`config.mk`:
```
export PLATFORM = sky130hd
export DESIGN_NAME = y86_fetch
export DESIGN_NICKNAME = d
export VERILOG_FILES = /design/src/rtl/y86_pkg.sv /design/src/rtl/y86_fetch_ilen.sv /design/src/rtl/y86_fetch.sv
export SDC_FILE = /design/constraint.sdc
export NUM_CORES = 1
export LEC_CHECK = 0
export ABC_CLOCK_PERIOD_IN_PS = 6800
export CAP_MARGIN = 20
export CELL_PAD_IN_SITES_DETAIL_PLACEMENT = 1
export CELL_PAD_IN_SITES_GLOBAL_PLACEMENT = 1
export CORE_MARGIN = 2
export CORE_UTILIZATION = 34
export CTS_CLUSTER_DIAMETER = 60
export DETAILED_ROUTE_END_ITERATION = 10
export PLACE_DENSITY = 0.78
export SETUP_SLACK_MARGIN = 0.4
export SYNTH_ARGS = -nofsm -noshare
export SYNTH_HDL_FRONTEND = slang
export SYNTH_SLANG_ARGS = --single-unit
export TNS_END_PERCENT = 50
```
`constraint.sdc`:
```
create_clock -name clk -period 6.8 [get_ports clk]
set_input_delay 1.36 -clock clk [delete_from_list [all_inputs] [get_ports clk]]
set_output_delay 1.36 -clock clk [all_outputs]
set_load 0.01 [all_outputs]
```
`src/rtl/y86_pkg.sv`:
```
// Shared y86 fetch definitions: instruction codes, status codes, register
// sentinel, fetch FSM states and the F/D pipeline register layout.
package y86_pkg;

    localparam logic [3:0] I_HALT   = 4'h0;
    localparam logic [3:0] I_NOP    = 4'h1;
    localparam logic [3:0] I_RRMOVL = 4'h2;
    localparam logic [3:0] I_IRMOVL = 4'h3;
    localparam logic [3:0] I_RMMOVL = 4'h4;
    localparam logic [3:0] I_MRMOVL = 4'h5;
    localparam logic [3:0] I_OPL    = 4'h6;
    localparam logic [3:0] I_JXX    = 4'h7;
    localparam logic [3:0] I_CALL   = 4'h8;
    localparam logic [3:0] I_RET    = 4'h9;
    localparam logic [3:0] I_PUSHL  = 4'hA;
    localparam logic [3:0] I_POPL   = 4'hB;

    localparam logic [3:0] RNONE = 4'hF;

    localparam logic [2:0] STAT_AOK = 3'd1;
    localparam logic [2:0] STAT_HLT = 3'd2;
    localparam logic [2:0] STAT_ADR = 3'd3;
    localparam logic [2:0] STAT_INS = 3'd4;

    typedef enum logic [1:0] {
        S_RUN      = 2'd0,
        S_WAIT_RET = 2'd1,
        S_HALT     = 2'd2,
        S_ERR      = 2'd3
    } fetch_state_t;

    typedef struct packed {
        logic        valid;
        logic [3:0]  icode;
        logic [3:0]  ifun;
        logic [3:0]  ra;
        logic [3:0]  rb;
        logic [31:0] valc;
        logic [31:0] valp;
        logic [31:0] pc;
        logic [2:0]  stat;
    } fd_t;

    // A bubble is a NOP that decode must ignore.
    function automatic fd_t fd_bubble();
        fd_t b;
        b.valid = 1'b0;
        b.icode = I_NOP;
        b.ifun  = 4'h0;
        b.ra    = RNONE;
        b.rb    = RNONE;
        b.valc  = 32'h0;
        b.valp  = 32'h0;
        b.pc    = 32'h0;
        b.stat  = STAT_AOK;
        return b;
    endfunction

endpackage

```
`src/rtl/y86_fetch_ilen.sv`:
```
// Combinational instruction-length decoder: icode -> length, whether a
// register byte and/or a 32-bit constant follow, and whether icode is legal.
module y86_ilen
    import y86_pkg::*;
(
    input  logic [3:0] icode,
    output logic [2:0] len,
    output logic       need_regs,
    output logic       need_valc,
    output logic       ok
);

    always_comb begin
        len       = 3'd1;
        need_regs = 1'b0;
        need_valc = 1'b0;
        ok        = 1'b1;
        case (icode)
            I_HALT, I_NOP, I_RET: ;
            I_RRMOVL, I_OPL, I_PUSHL, I_POPL: begin
                len       = 3'd2;
                need_regs = 1'b1;
            end
            I_IRMOVL, I_RMMOVL, I_MRMOVL: begin
                len       = 3'd6;
                need_regs = 1'b1;
                need_valc = 1'b1;
            end
            I_JXX, I_CALL: begin
                len       = 3'd5;
                need_valc = 1'b1;
            end
            default: ok = 1'b0;
        endcase
    end

endmodule

```
`src/rtl/y86_fetch.sv`:
```
// y86 fetch stage: owns the PC, splits the IRAM window into instruction
// fields, predicts the next PC and fills the F/D register for decode.
module y86_fetch
    import y86_pkg::*;
#(
    parameter logic [31:0] RESET_PC = 32'h0,
    parameter int          MEM_SIZE = 4096
) (
    input  logic        clk,
    input  logic        reset,
    input  logic        stall,
    input  logic        bubble,
    input  logic        redirect,
    input  logic [31:0] redirect_pc,
    output logic [31:0] iaddr,
    input  logic [47:0] idata,
    output logic        d_valid,
    output logic [3:0]  d_icode,
    output logic [3:0]  d_ifun,
    output logic [3:0]  d_rA,
    output logic [3:0]  d_rB,
    output logic [31:0] d_valC,
    output logic [31:0] d_valP,
    output logic [31:0] d_pc,
    output logic [2:0]  d_stat,
    output logic [1:0]  fetch_state
);

    localparam logic [32:0] MEM_LIMIT = 33'(MEM_SIZE);

    logic [31:0]  pc, pc_next, valp, pred_pc;
    fetch_state_t state, state_next;
    fd_t          fd, fd_next, fetched;
    logic [2:0]   len;
    logic         need_regs, need_valc, ok, adr;

    y86_ilen u_ilen (
        .icode    (idata[7:4]),
        .len      (len),
        .need_regs(need_regs),
        .need_valc(need_valc),
        .ok       (ok)
    );

    assign valp = pc + {29'b0, len};
    // Range check in 33 bits so a PC near the top of the address space faults.
    assign adr  = ({1'b0, pc} + {30'b0, len}) > MEM_LIMIT;

    always_comb begin
        fetched.valid = 1'b1;
        fetched.icode = idata[7:4];
        fetched.ifun  = idata[3:0];
        fetched.ra    = need_regs ? idata[15:12] : RNONE;
        fetched.rb    = need_regs ? idata[11:8]  : RNONE;
        fetched.valc  = 32'h0;
        if (need_valc)
            fetched.valc = need_regs ? idata[47:16] : idata[39:8];
        fetched.valp  = valp;
        fetched.pc    = pc;
        if (adr)
            fetched.stat = STAT_ADR;
        else if (!ok)
            fetched.stat = STAT_INS;
        else if (idata[7:4] == I_HALT)
            fetched.stat = STAT_HLT;
        else
            fetched.stat = STAT_AOK;
    end

    assign pred_pc = (fetched.icode == I_JXX || fetched.icode == I_CALL) ?
                     fetched.valc : valp;

    // The stage only advances when neither stalled nor bubbled; any held-off
    // fetch is simply retried from the same PC.
    always_comb begin
        pc_next    = pc;
        state_next = state;
        fd_next    = fd;
        if (redirect) begin
            pc_next    = redirect_pc;
            state_next = S_RUN;
            fd_next    = fd_bubble();
        end else if (stall) begin
            if (bubble)
                fd_next = fd_bubble();
        end else if (bubble) begin
            fd_next = fd_bubble();
        end else if (state == S_RUN) begin
            fd_next = fetched;
            pc_next = pred_pc;
            case (fetched.stat)
                STAT_ADR, STAT_INS: state_next = S_ERR;
                STAT_HLT:           state_next = S_HALT;
                default:            state_next = (fetched.icode == I_RET) ?
                                                 S_WAIT_RET : S_RUN;
            endcase
        end else begin
            fd_next = fd_bubble();
        end
    end

    always_ff @(posedge clk) begin
        if (reset) begin
            pc    <= RESET_PC;
            state <= S_RUN;
            fd    <= fd_bubble();
        end else begin
            pc    <= pc_next;
            state <= state_next;
            fd    <= fd_next;
        end
    end

    assign iaddr       = pc;
    assign fetch_state = state;
    assign d_valid     = fd.valid;
    assign d_icode     = fd.icode;
    assign d_ifun      = fd.ifun;
    assign d_rA        = fd.ra;
    assign d_rB        = fd.rb;
    assign d_valC      = fd.valc;
    assign d_valP      = fd.valp;
    assign d_pc        = fd.pc;
    assign d_stat      = fd.stat;

endmodule

```
==> reports/metrics.cfg <==
[run_status]
status = finished, final reports clean

[clock_network]
cts.htree.levels = 4
clk_latency_ns = 0.43
path_clk_slew_ns = 0.06
post-cts-setup-buffers = 0
cts_root_buf = clkbuf_16
clkSinkCount = 150
cts_buffers = 17
cts-resized-gates = 0
cts_buffer_depth = 2
tritoncts = built
cts_hold_buffers = 0

[route]
drt-vias-per-instance = 5.59
wl_microns = 29800
dr.first_iter.drc_count = 582
drc = 0
ant_nets = 0
wl_per_cell_microns = 22.0
dr.pass1.iters = 7
vias = 7572

[sta]
relSlewSlack = 0.331
finalCritPeriodShare = 0.785
setup_tns_ns = 0
tightest_slew_ns = 0.999
clock_skew_ns = 0.0124
period_minus_slack_ns = 5.34
rsz0062_at_grt = no
final-setup-viol-count = 0
fmax_ghz = 0.187
hold_viol = 0
final-max-slew-violation-count = 0

[pwr]
powerDensity_mw_per_mm2 = 216
p_leak_uw = 0.00355
ir_worst_vdd_uv = 119

[worst_hold_path]
hp-class = flip-flop to flip-flop

[synthesis]
synth_area_leaders = dfxtp_1 41%, a22oi_1 8.1%, nor2_1 7.8%, a21oi_1 4.2%, clkbuf_1 3.5%
syn-cell-area_sq_mm = 0.00731
yosysUniqueCellTypes = 63
synth_edf_count = 0
ys_warn_count = 0
synth_top_area_cell = dfxtp_1
async_flop_share = 0
seq_area_frac_synth = 0.411
synth_nets = 978
synth_top_area_frac = 0.411
synth_cells = 889
dominantRegCellSynth = dfxtp_1
synth_area_per_cell_sq_um = 8.23
yosys_register_bits = 150

[floorplanning]
coreArea_sq_mm = 0.0211
die-area_sq_mm = 0.0227
die_h_microns = 151
rows = 53
ioPinCount = 235
dieWidth_microns = 151
start_util = 0.347

[final_layout]
postLayoutCoreUtil = 0.492
fin_nets = 1155
final_common_cell = clkdlybuf4s50_1
post_route_cells_drive_above_1_share = 0.0704
layout_common_cells = 234 x clkdlybuf4s50_1, 152 x nor2_1, 150 x dfxtp_1, 79 x a22oi_1, 62 x a21oi_1
syn_to_final_growth_pct = 41.9
antenna_cells = 0

[critical_path]
crit_type = input port to flip-flop
crit_path_end_kind = flip-flop
worst_setup_path_start_kind = input port
critPathMaxFanout = 12
worstPathRequired_ns = 7.08
arrival_ns = 5.62

[placed_design]
gp_congestion = 0.913
hpwl_microns = 21300
portBuffers = 234

[global_routing]
grt_use_total = 0.262
grt_pass1_wl_microns = 45300
antenna_found_initial = 0
overflow = 0
grt_start_max_net_pins = 81
grt_pass1_vias = 7662

[flow_run]
drv_cap = 0

## per-stage QoR
step | worst slack (ns) | hold slack, ns | cell area (sq um) | total power [uW] | std cells
CTS | 1.48 | 0.481 | 10400 | 2260 | 1353
detailed placement | 1.11 | 0.467 | 9780 | 1310 | 1321
global placement | 1.21 | 0.458 | 9780 | 1300 | 1321
global route | 1.19 | 0.501 | 10400 | 2330 | 1354
finish | 1.46 | 0.477 | 10400 | 2240 | 1354
floorplan | 1.45 | 0.510 | 7310 | 1140 | 889
## logic make-up after synthesis
family / synth area share
muxes: 0.0573
and+or+nand+nor: 0.183
DFF: 0.411
buffers and inverters: 0.0597
xor gates and xnor gates: 0.0443
AOI/OAI and AO/OA: 0.237
adders and majority gates: 0.00787
## power breakdown
| group | internal, uW | switching, uW |
|---|---|---|
| clock network | 544 | 405 |
| registers | 900 | 43.8 |
| logic | 157 | 195 |
## flip-flops by register name, summed over array words and instances (netlist names)
| name | cells |
|---|---|
| d_stat | 3 |
| iaddr | 32 |
| fetch_state | 2 |
| d_ifun | 4 |
| d_valC | 32 |
| d_valid | 1 |
| d_icode | 4 |
| d_rB | 4 |
| d_valP | 32 |
| d_pc | 32 |
| d_rA | 4 |
## synth_stat cells, types with 12 or more instances
| master | number |
|---|---|
| a22oi_1 | 79 |
| inv_1 | 21 |
| nand4_1 | 14 |
| nor3_1 | 15 |
| nand2_1 | 60 |
| mux2i_1 | 25 |
| mux2_2 | 15 |
| nor2_1 | 152 |
| xnor2_1 | 26 |
| o21ai_0 | 20 |
| o211ai_1 | 12 |
| a21oi_1 | 62 |
| o22ai_1 | 16 |
| dfxtp_1 | 150 |
| clkbuf_1 | 68 |
## layer usage
metal / vias up / share of wire / track usage
li1: 3554 / - / -
met1: 3739 / 0.44 / 0.346
met2: 258 / 0.46 / 0.419
met3: 21 / 0.086 / 0.0842
met4: 0 / 0.010 / 0.0584
met5: - / 0 / 0
## critical path: stages
cell,delay (ns)
clkdlybuf4s50_1,0.72
nor2_1,0.21
mux2i_1,0.09
o21ai_0,0.45
ha_1,0.47
o21ai_1,0.19
or4_4,0.48
or4b_1,0.67
xor2_1,0.23
o21ai_0,0.17
nor4_4,0.41
a41oi_1,0.17
## worst paths after layout
check | startpoint | endpoint | slack, ns | depth (start not counted)
worst max-delay path | idata[6] | fetch_state[1]$_SDFFE_PP0P_ | 1.46 | 12
worst min-delay path | d_stat[2]$_SDFFE_PP0P_ | d_stat[2]$_SDFFE_PP0P_ | 0.48 | 1
worst min register to register | d_stat[2]$_SDFFE_PP0P_ | d_stat[2]$_SDFFE_PP0P_ | 0.48 | 1
worst max register to register | iaddr[0]$_SDFFE_PP0P_ | fetch_state[1]$_SDFFE_PP0P_ | 3.21 | 10
## area by class of cell
type	instances	area (sq um)
clock buffer	18	429
clock inverter	14	149
fill	2495	10700
inverter	22	82.6
multi-input combinational	628	3920
sequential	150	3000
tap	275	344
timing repair buffer	247	2450
Note: power is estimated with default switching activity, not from simulation.
